[src/rtl/fetch_pkg.sv]
// Shared constants and types for the instruction fetch front-end.
package fetch_pkg;

   localparam int                ADDR_W     = 19;
   localparam int                INSTR_W    = 19;
   localparam logic [ADDR_W-1:0] RESET_PC   = 19'h100;
   localparam logic [ADDR_W-1:0] PC_STEP    = 19'h4;
   localparam int                FIFO_DEPTH = 4;

   typedef enum logic [1:0] {
      IDLE = 2'd0,
      REQ  = 2'd1,
      WAIT = 2'd2
   } fetch_state_e;

   typedef struct packed {
      logic [INSTR_W-1:0] instr;
      logic [ADDR_W-1:0]  pc;
   } fetch_entry_t;

endpackage

[src/rtl/fetch_fifo.sv]
// Synchronous FIFO of fetch entries; the head comes straight from storage flops, so a push
// is visible one cycle later. Flush empties it and has priority over push/pop.
module fetch_fifo
   import fetch_pkg::*;
#(
   parameter int DEPTH = 4
) (
   input  logic                    clk,
   input  logic                    reset_n,
   input  logic                    push_i,
   input  fetch_entry_t            push_dat_i,
   input  logic                    pop_i,
   input  logic                    flush_i,
   output logic [$clog2(DEPTH):0]  count_o,
   output logic                    head_vld_o,
   output fetch_entry_t            head_dat_o
);

   localparam int PTR_W = $clog2(DEPTH);
   localparam int CNT_W = PTR_W + 1;

   fetch_entry_t     mem_q [DEPTH];
   logic [PTR_W-1:0] wr_ptr_q, wr_ptr_d;
   logic [PTR_W-1:0] rd_ptr_q, rd_ptr_d;
   logic [CNT_W-1:0] count_q, count_d;
   logic             do_push, do_pop;

   assign do_pop  = pop_i && (count_q != '0);
   assign do_push = push_i && (count_q != CNT_W'(DEPTH));

   always_comb begin
      wr_ptr_d = wr_ptr_q;
      rd_ptr_d = rd_ptr_q;
      count_d  = count_q;
      if (flush_i) begin
         wr_ptr_d = '0;
         rd_ptr_d = '0;
         count_d  = '0;
      end else begin
         if (do_push) wr_ptr_d = wr_ptr_q + PTR_W'(1);
         if (do_pop)  rd_ptr_d = rd_ptr_q + PTR_W'(1);
         count_d = count_q + CNT_W'(do_push) - CNT_W'(do_pop);
      end
   end

   always_ff @(posedge clk or negedge reset_n) begin
      if (!reset_n) begin
         wr_ptr_q <= '0;
         rd_ptr_q <= '0;
         count_q  <= '0;
         for (int i = 0; i < DEPTH; i++) mem_q[i] <= '0;
      end else begin
         wr_ptr_q <= wr_ptr_d;
         rd_ptr_q <= rd_ptr_d;
         count_q  <= count_d;
         if (do_push && !flush_i) mem_q[wr_ptr_q] <= push_dat_i;
      end
   end

   assign count_o    = count_q;
   assign head_vld_o = (count_q != '0);
   assign head_dat_o = mem_q[rd_ptr_q];

endmodule

[src/rtl/instr_fetch_unit.sv]
// Instruction fetch: one outstanding imem read at a time, gated by FIFO credit; returned words
// reach decode one cycle after rvalid. A redirect flushes the FIFO and discards any in-flight read.
module instr_fetch_unit
   import fetch_pkg::*;
(
   input  logic               clk,
   input  logic               reset_n,
   input  logic               redirect_i,
   input  logic [ADDR_W-1:0]  redirect_pc_i,
   output logic               imem_req_o,
   output logic [ADDR_W-1:0]  imem_addr_o,
   input  logic               imem_gnt_i,
   input  logic               imem_rvalid_i,
   input  logic [INSTR_W-1:0] imem_rdata_i,
   output logic               instr_valid_o,
   output logic [INSTR_W-1:0] instr_o,
   output logic [ADDR_W-1:0]  instr_pc_o,
   input  logic               instr_ready_i,
   output logic               misalign_err_o
);

   localparam int               CNT_W   = $clog2(FIFO_DEPTH) + 1;
   localparam logic [CNT_W-1:0] DEPTH_C = CNT_W'(FIFO_DEPTH);

   fetch_state_e      state_q, state_d;
   logic [ADDR_W-1:0] fetch_ptr_q, fetch_ptr_d;
   logic [ADDR_W-1:0] req_pc_q, req_pc_d;
   logic              discard_q, discard_d;
   logic              misalign_q, misalign_d;

   logic [CNT_W-1:0]  fifo_count;
   logic              fifo_push, fifo_pop, head_vld;
   fetch_entry_t      push_dat, head_dat;

   assign fifo_push = (state_q == WAIT) && imem_rvalid_i && !discard_q && !redirect_i;
   assign fifo_pop  = head_vld && instr_ready_i && !redirect_i;
   assign push_dat  = '{instr: imem_rdata_i, pc: req_pc_q};

   fetch_fifo #(.DEPTH(FIFO_DEPTH)) u_fifo (
      .clk        (clk),
      .reset_n    (reset_n),
      .push_i     (fifo_push),
      .push_dat_i (push_dat),
      .pop_i      (fifo_pop),
      .flush_i    (redirect_i),
      .count_o    (fifo_count),
      .head_vld_o (head_vld),
      .head_dat_o (head_dat)
   );

   always_ff @(posedge clk or negedge reset_n) begin
      if (!reset_n) state_q <= IDLE;
      else          state_q <= state_d;
   end

   always_comb begin
      state_d     = state_q;
      fetch_ptr_d = fetch_ptr_q;
      req_pc_d    = req_pc_q;
      discard_d   = discard_q;
      misalign_d  = misalign_q;
      case (state_q)
         IDLE: begin
            if (redirect_i || (fifo_count < DEPTH_C)) state_d = REQ;
         end
         REQ: begin
            if (imem_gnt_i) begin
               state_d     = WAIT;
               req_pc_d    = fetch_ptr_q;
               fetch_ptr_d = fetch_ptr_q + PC_STEP;
               discard_d   = redirect_i;
            end
         end
         WAIT: begin
            if (imem_rvalid_i) begin
               discard_d = 1'b0;
               // Credit is judged after this push; a same-cycle pop is picked up from IDLE.
               if (redirect_i || ((fifo_count + CNT_W'(fifo_push)) < DEPTH_C)) state_d = REQ;
               else                                                            state_d = IDLE;
            end else if (redirect_i) begin
               discard_d = 1'b1;
            end
         end
         default: state_d = IDLE;
      endcase
      if (redirect_i) begin
         fetch_ptr_d = {redirect_pc_i[ADDR_W-1:2], 2'b00};
         if (|redirect_pc_i[1:0]) misalign_d = 1'b1;
      end
   end

   always_ff @(posedge clk or negedge reset_n) begin
      if (!reset_n) begin
         fetch_ptr_q <= RESET_PC;
         req_pc_q    <= '0;
         discard_q   <= 1'b0;
         misalign_q  <= 1'b0;
      end else begin
         fetch_ptr_q <= fetch_ptr_d;
         req_pc_q    <= req_pc_d;
         discard_q   <= discard_d;
         misalign_q  <= misalign_d;
      end
   end

   always_comb begin
      imem_req_o = (state_q == REQ);
   end

   assign imem_addr_o    = fetch_ptr_q;
   assign instr_valid_o  = head_vld;
   assign instr_o        = head_dat.instr;
   assign instr_pc_o     = head_dat.pc;
   assign misalign_err_o = misalign_q;

endmodule

[config.mk]
export PLATFORM = sky130hd
export DESIGN_NAME = instr_fetch_unit
export DESIGN_NICKNAME = d
export VERILOG_FILES = /design/src/rtl/fetch_pkg.sv /design/src/rtl/fetch_fifo.sv /design/src/rtl/instr_fetch_unit.sv
export SDC_FILE = /design/constraint.sdc
export NUM_CORES = 1
export LEC_CHECK = 0
export BUFFER_PORTS_ARGS = -buffer_cell sky130_fd_sc_hd__buf_2
export CORE_MARGIN = 2
export CORE_UTILIZATION = 65
export CTS_BUF_LIST = sky130_fd_sc_hd__clkbuf_4
export DETAILED_ROUTE_END_ITERATION = 12
export PLACE_DENSITY = 0.88
export SYNTH_ARGS = -nofsm -noshare
export SYNTH_HDL_FRONTEND = slang
export SYNTH_SLANG_ARGS = --single-unit
[constraint.sdc]
create_clock -name clk -period 5.5 [get_ports clk]
set_clock_uncertainty 0.1 [all_clocks]
set_input_delay 0 -clock clk [delete_from_list [all_inputs] [get_ports clk]]
set_output_delay 0 -clock clk [all_outputs]
set_load 0.02 [all_outputs]
==> results by group, run 1 <==
Logic synthesis
  – Synth unique cells: 41
  – Synth Area per Inst: 14.4 µm²
  – Sequential element share of the synthesized area: 55.7%
  – Cell with the most instances after synthesis: dfrtp_1
  – Yosys warns: 0
  – Cell count after synthesis: 590
  – Area contributors post-synth: dfrtp_1 (55%), mux2_2 (19%), mux4_2 (9.6%)
  – #FFs+latches synth: 189
  – Synthesized area: 8490 µm²
  – Async S/R FF share, synth: 100%
  – Post-synth EDFFs: 0
  – Area leader, netlist: dfrtp_1
  – Synth cell count leaders: dfrtp_1 (188), mux2_2 (145), nand2_1 (64)
  – Yosys top cell area share: 55.4%
  – Post-synth top flop: dfrtp_1

GRT
  – Initial antenna violation count: 0
  – First-pass GRT wire length: 29,800 µm
  – GRT Total Usage: 27.4%
  – GRT overflow: 0
  – Largest net degree at the start of global routing: 77
  – Vias in the first global route: 6,012

Worst setup path
  – R2R Path Start: state_q[0]
  – Worst path bufs/invs: 0
  – Worst setup EP type: flop
  – Worst Setup Start Kind: flop
  – Crit path max-delay family: simple AND/OR/NAND/NOR gates
  – Crit path DAT: 3.30 ns
  – Worst-path cell chain: nand3b_1, a2111oi_4, nand2_2, mux2_2
  – Path type of the worst setup path: flop to flop
  – Critical Path RT: 5.85 ns
  – CP max FO: 36
  – Max incr delay on CP: 0.75 ns
  – Reg2reg setup slack: 2.56 ns
  – Slowest CP cell: nand2_2
  – Worst R2R End: u_fifo.mem_q[21]
  – Depth of the worst register-to-register path: 4

STA
  – Setup-failing EPs final: 0
  – Relative slew margins: 31.2%
  – Tmin final: 2.94 ns
  – Part of the cycle the worst path needs: 53.5%
  – Setup ws final: 2.56 ns
  – Final TNS setup: 0 ns
  – Worst Max-Slew Pin Slew: 1.03 ns
  – RSZ-0062 raised after global routing: no
  – Hold Vio Cnt, Final: 0
  – Final count of pins violating max slew: 0
  – Achievable Freq: 0.340 GHz
  – Hold slack final: 0.102 ns

Die
  – Ports: 104
  – Initial core utilization: 67.0%
  – Die Width: 118 µm
  – Die height: 118 µm
  – Core ar.: 12,700 µm²
  – Row Count: 41
  – Die Area: 14,000 µm²

Min path
  – Hold endpoint: imem_addr_o[5]
  – Hold Path Origin: redirect_pc_i[5]
  – Worst min-delay path class: primary input to flop
  – Worst hold path depth: 3

Final layout
  – Synthesis-to-layout area growth: 17.4%
  – Final instance area: 9970 µm²
  – N_diodes: 0
  – Fill count: 699
  – Nets: 802
  – Layout cells sized above 1: 42.2%
  – Finished Core Util: 78.7%
  – Sequential Area: 4730 µm²
  – Multi-input logic area: 3490 µm²

Placement
  – Final Wtd Congestion: 0.849
  – Pre-CTS setup slack: 2.64 ns
  – DP Area: 9010 µm²
  – DP HPWL: 10,800 µm
  – PortBufs: 99

Detailed routing
  – 1st-pass router iterations: 5
  – Vias: 5,499
  – DR DRC count: 0
  – Routed vias/inst: 5.88
  – Routed WL per cell: 19.3 µm
  – Remaining antenna violation count: 0
  – Iteration-0 DRC Markers: 460
  – WL final: 18,000 µm

Clocking
  – Clock Path Buffers: 2
  – Clk_lat worst skew: 0.56 ns
  – CTS sink cnt: 189
  – Root Buffer: clkbuf_4
  – # H-tree levels: 4
  – CTS tree: built
  – Clock-pin slew on the worst setup and hold paths: 0.13 ns
  – Total CTS buffers: 17
  – Post-CTS Setup Bufs: 0

Pwr
  – Max VDD drop: 0.191 mV
  – Leak Pwr: 0.00489 µW
  – PwrDens: 377 nW/µm²

Flow run
  – Max_cap viols: 0

Status
  – Run status: finished, final reports clean
==> flip-flops by register name (all words and copies together), names as in the netlist <==
register / cells
u_fifo.wr_ptr_q: 2
u_fifo.mem_q: 144
discard_q: 1
u_fifo.count_o: 3
misalign_err_o: 1
imem_addr_o: 17
u_fifo.rd_ptr_q: 2
req_pc_q: 17
state_q: 2
==> area by class of cell <==
cell class              count  share of cell area [%]
inverters                  11                   0.414
flip-flops and latches    189                    47.5
clock inverters             6                   0.515
multi-input cells         359                    35.0
clock buffers              26                    1.96
repair buffers            172                    12.4
well taps                 172                    2.16
==> how the worst max path moves through the flow <==
stage,slack (ns),end,cells past startpoint,start
final,2.56,u_fifo.mem_q[21],4,state_q[0]
after global routing,2.41,u_fifo.mem_q[124],4,state_q[0]
after CTS,2.60,u_fifo.mem_q[137],4,state_q[0]
after detailed placement,2.64,u_fifo.mem_q[137],4,state_q[0]
after global placement,2.76,u_fifo.mem_q[62],4,state_q[0]
after floorplan,2.98,u_fifo.count_o[2],11,u_fifo.count_o[1]
==> cell families after synthesis <==
logic type / after synthesis / share of synthesized area [%]
other: 1 / 0.0442
AOI/OAI and AO/OA: 31 / 2.51
adders and majority gates: 8 / 1.27
DFF: 189 / 55.7
xor gates and xnor gates: 15 / 1.55
buffers and inverters: 45 / 3.26
muxes: 186 / 29.4
and+or+nand+nor: 115 / 6.25
==> layer usage <==
| metal | GRT usage (%) | up-vias | part of all wire (%) |
|---|---|---|---|
| met1 | 35.0 | 2841 | 41 |
| li1 | - | 2448 | - |
| met4 | 9.79 | 0 | 1.6 |
| met5 | 0 | - | 0 |
| met3 | 5.41 | 28 | 4.5 |
| met2 | 46.9 | 182 | 53 |
==> worst reg2reg max path, cell delays in order, from the launching register on <==
cell       delay, ns
dfrtp_1         0.46
nand3b_1        0.24
a2111oi_4       0.71
nand2_2         0.76
mux2_2          0.57
==> through the flow <==
step	power [µW]	instances
final	3760	935
after global routing	3970	935
after CTS	3770	935
after detailed placement	3040	834
after global placement	2960	834
after floorplan	2650	593
==> cell usage in the layout (no fill, tap or decap), types with 6 or more instances in the layout <==
cell,n
dlygate4sd3_1,68
xnor2_1,10
nand2_1,64
nor2_1,9
nor3_1,8
nand3_1,6
dfrtp_1,186
clkbuf_4,26
mux4_2,36
o21ai_0,17
nor4_1,6
inv_1,11
ha_1,7
buf_2,98
mux2_2,145
==> power breakdown <==
| group | internal [µW] | switching (µW) | leakage [µW] |
|---|---|---|---|
| Combinational | 585 | 617 | 0.00222 |
| Sequential | 1630 | 247 | 0.00252 |
| Clock | 265 | 418 | 0.000146 |
==> repair_timing <==
action	4_1_cts	5_1_grt
hold buffers	69	0
endpoints found under the hold margin	234	0
gates resized for setup	0	0
Note: power is estimated with default switching activity, not from simulation.
==> run 2: changes to the inputs <==
- CORE_UTILIZATION: 65 -> 60
- PLACE_DENSITY: 0.88 -> 0.82
- clock period: 5.5 -> 2.9 ns (I/O delays scaled with it)
==> results by group, run 2 (synthesis gave the netlist of run 1 again) <==
Pwr
  – Max VDD drop: 0.497 mV (was 0.191 mV)
  – Clock Power Share: 17.8% (was 18.2%)
  – Reg power frac: 49.6% (was 49.9%)
  – Leak Pwr: 0.00491 µW (was 0.00489 µW)
  – P_int: 4560 µW (was 2480 µW)
  – Switching share of total power: 35.7% (was 34.1%)
  – PwrDens: 707 nW/µm² (was 377 nW/µm²)
  – Combinational power share: 32.6% (was 31.9%)
  – Sw Pwr: 2530 µW (was 1280 µW)

Worst setup path
  – Worst Setup Start Kind: flop (unchanged)
  – Worst setup EP type: flop (unchanged)
  – Worst R2R End: u_fifo.count_o[2] (was u_fifo.mem_q[21])
  – Crit path to: u_fifo.count_o[2] (was u_fifo.mem_q[21])
  – Slowest CP cell: a2111oi_4 (was nand2_2)
  – Max incr delay on CP: 0.66 ns (was 0.75 ns)
  – Critical Path RT: 3.28 ns (was 5.85 ns)
  – R2R Path Start: state_q[0] (unchanged)
  – Crit path DAT: 2.95 ns (was 3.30 ns)
  – CP max FO: 9 (was 36)
  – Worst path bufs/invs: 1 (was 0)
  – Crit path max-delay family: compound AO/OA/AOI/OAI gates (was simple AND/OR/NAND/NOR gates)
  – Path type of the worst setup path: flop to flop (unchanged)
  – Depth of the worst register-to-register path: 8 (was 4)
  – Reg2reg setup slack: 0.32 ns (was 2.56 ns)
  – Worst-path cell chain: nand3b_1, a2111oi_4, ha_1, inv_1, fa_1, xor2_1, xnor2_1, nor2_1 (was nand3b_1, a2111oi_4, nand2_2, mux2_2)
  – CP Launch Point: state_q[0] (unchanged)
  – Worst path depth: 8 (was 4)

GRT
  – Initial antenna violation count: 0 (unchanged)
  – GRT overflow: 0 (unchanged)
  – First-pass GRT wire length: 29,500 µm (was 29,800 µm)
  – Largest net degree at the start of global routing: 82 (was 77)
  – Vias in the first global route: 5,848 (was 6,012)
  – GRT Total Usage: 25.9% (was 27.4%)

Final layout
  – Synthesis-to-layout area growth: 18.2% (was 17.4%)
  – Fill count: 912 (was 699)
  – Most common cell after layout, fill and taps aside: dfrtp_1 (unchanged)
  – Most frequent cells in the layout: dfrtp_1 (186), mux2_2 (145), buf_2 (98) (unchanged)
  – Max FFs per register: 144 (unchanged)
  – Finished Core Util: 72.5% (was 78.7%)
  – Layout cells sized above 1: 43.4% (was 42.2%)
  – Multi-input logic area: 3490 µm² (unchanged)
  – Reg with most FFs: u_fifo.mem_q (unchanged)
  – Nets: 808 (was 802)
  – N_diodes: 0 (unchanged)
  – Sequential Area: 4730 µm² (unchanged)

STA
  – Achievable Freq: 0.388 GHz (was 0.340 GHz)
  – RSZ-0062 raised after global routing: no (unchanged)
  – Relative slew margins: 49.4% (was 31.2%)
  – Setup ws final: 0.320 ns (was 2.56 ns)
  – Hold Vio Cnt, Final: 0 (unchanged)
  – Setup-failing EPs final: 0 (unchanged)
  – Final TNS setup: 0 ns (unchanged)
  – Part of the cycle the worst path needs: 88.9% (was 53.5%)
  – Final count of pins violating max slew: 0 (unchanged)
  – Worst Max-Slew Pin Slew: 0.760 ns (was 1.03 ns)
  – Tmin final: 2.58 ns (was 2.94 ns)

Clocking
  – CTS tree: built (unchanged)
  – Total CTS buffers: 17 (unchanged)
  – Clk_lat worst skew: 0.59 ns (was 0.56 ns)
  – Clock-pin slew on the worst setup and hold paths: 0.16 ns (was 0.13 ns)
  – Root Buffer: clkbuf_4 (unchanged)
  – Clock Path Buffers: 2 (unchanged)
  – CTS resizes: 0 (unchanged)
  – # H-tree levels: 4 (unchanged)
  – CTS sink cnt: 189 (unchanged)

Detailed routing
  – Vias: 5,495 (was 5,499)
  – Remaining antenna violation count: 0 (unchanged)
  – DR DRC count: 0 (unchanged)
  – 1st-pass router iterations: 5 (unchanged)
  – Iteration-0 DRC Markers: 347 (was 460)
  – WL final: 18,200 µm (was 18,000 µm)
  – Routed WL per cell: 19.2 µm (was 19.3 µm)
  – Routed vias/inst: 5.79 (was 5.88)

Die
  – Die height: 123 µm (was 118 µm)
  – Ports: 104 (unchanged)
  – Core ar.: 13,800 µm² (was 12,700 µm²)
  – Die Width: 123 µm (was 118 µm)
  – Row Count: 43 (was 41)
  – Die Area: 15,100 µm² (was 14,000 µm²)
  – Initial core utilization: 61.4% (was 67.0%)

Min path
  – Worst min-delay path class: primary input to flop (unchanged)
  – Hold Path Origin: redirect_pc_i[5] (unchanged)
  – Worst hold path depth: 3 (unchanged)

Status
  – Run status: finished, final reports clean (unchanged)

Placement
  – Pre-CTS setup slack: 0.335 ns (was 2.64 ns)
  – DP HPWL: 11,200 µm (was 10,800 µm)
  – PortBufs: 99 (unchanged)
  – Final Wtd Congestion: 0.838 (was 0.849)

Flow run
  – Max_cap viols: 0 (unchanged)
## run 2: timing repair
action | in CTS | in global routing
buffers inserted | 0 | 0
endpoints found under the hold margin | 298 | 0
hold buffers | 65 | 0
## run 2: layout make-up
cell class	instances	share of cell area, %
clock buffers	17	1.27
well taps	180	2.25
flip-flops and latches	189	47.2
multi-input cells	359	34.8
repair buffers	178	12.9
inverters	11	0.412
clock inverters	15	1.16
## run 2: worst min-delay path by stage
stage	endpoint	slack (ns)
3_3_place_gp	u_fifo.mem_q[138]	-0.02
6_report	imem_addr_o[5]	0.08
3_5_place_dp	u_fifo.mem_q[138]	-0.007
4_1_cts	state_q[1]	0.02
5_1_grt	state_q[1]	0.05
2_1_floorplan	discard_q	-0.40
## run 2: per-stage QoR
step,hold WS [ns],std cells,power (µW),area [µm²]
4_1_cts,0.0246,949,7140,10000
6_report,0.0777,949,7090,10000
3_3_place_gp,-0.0224,852,5680,9140
2_1_floorplan,-0.396,593,5020,8500
5_1_grt,0.0456,949,7500,10000
3_5_place_dp,-0.00721,852,5790,9140
## run 2: worst register-to-register path, cell delays in order, from the launching register on
cell	delay, ns
dfrtp_1	0.45
nand3b_1	0.24
a2111oi_4	0.66
ha_1	0.25
inv_1	0.05
fa_1	0.38
xor2_1	0.17
xnor2_1	0.13
nor2_1	0.05
## run 2: layer usage
metal | routed length (µm) | GRT usage (%)
met5 | 0 | 0
met4 | 335 | 8.62
met3 | 874 | 5.54
met2 | 9420 | 43.7
met1 | 7560 | 33.6
## run 2: power by group through the flow
| stage | combinational [µW] | sequential, µW | clock (µW) |
|---|---|---|---|
| 2_1_floorplan | 1590 | 3430 | 0 |
| 5_1_grt | 2510 | 3590 | 1410 |
| 3_3_place_gp | 2170 | 3520 | 0 |
| 4_1_cts | 2330 | 3510 | 1300 |
| 3_5_place_dp | 2230 | 3570 | 0 |
| 6_report | 2310 | 3520 | 1260 |
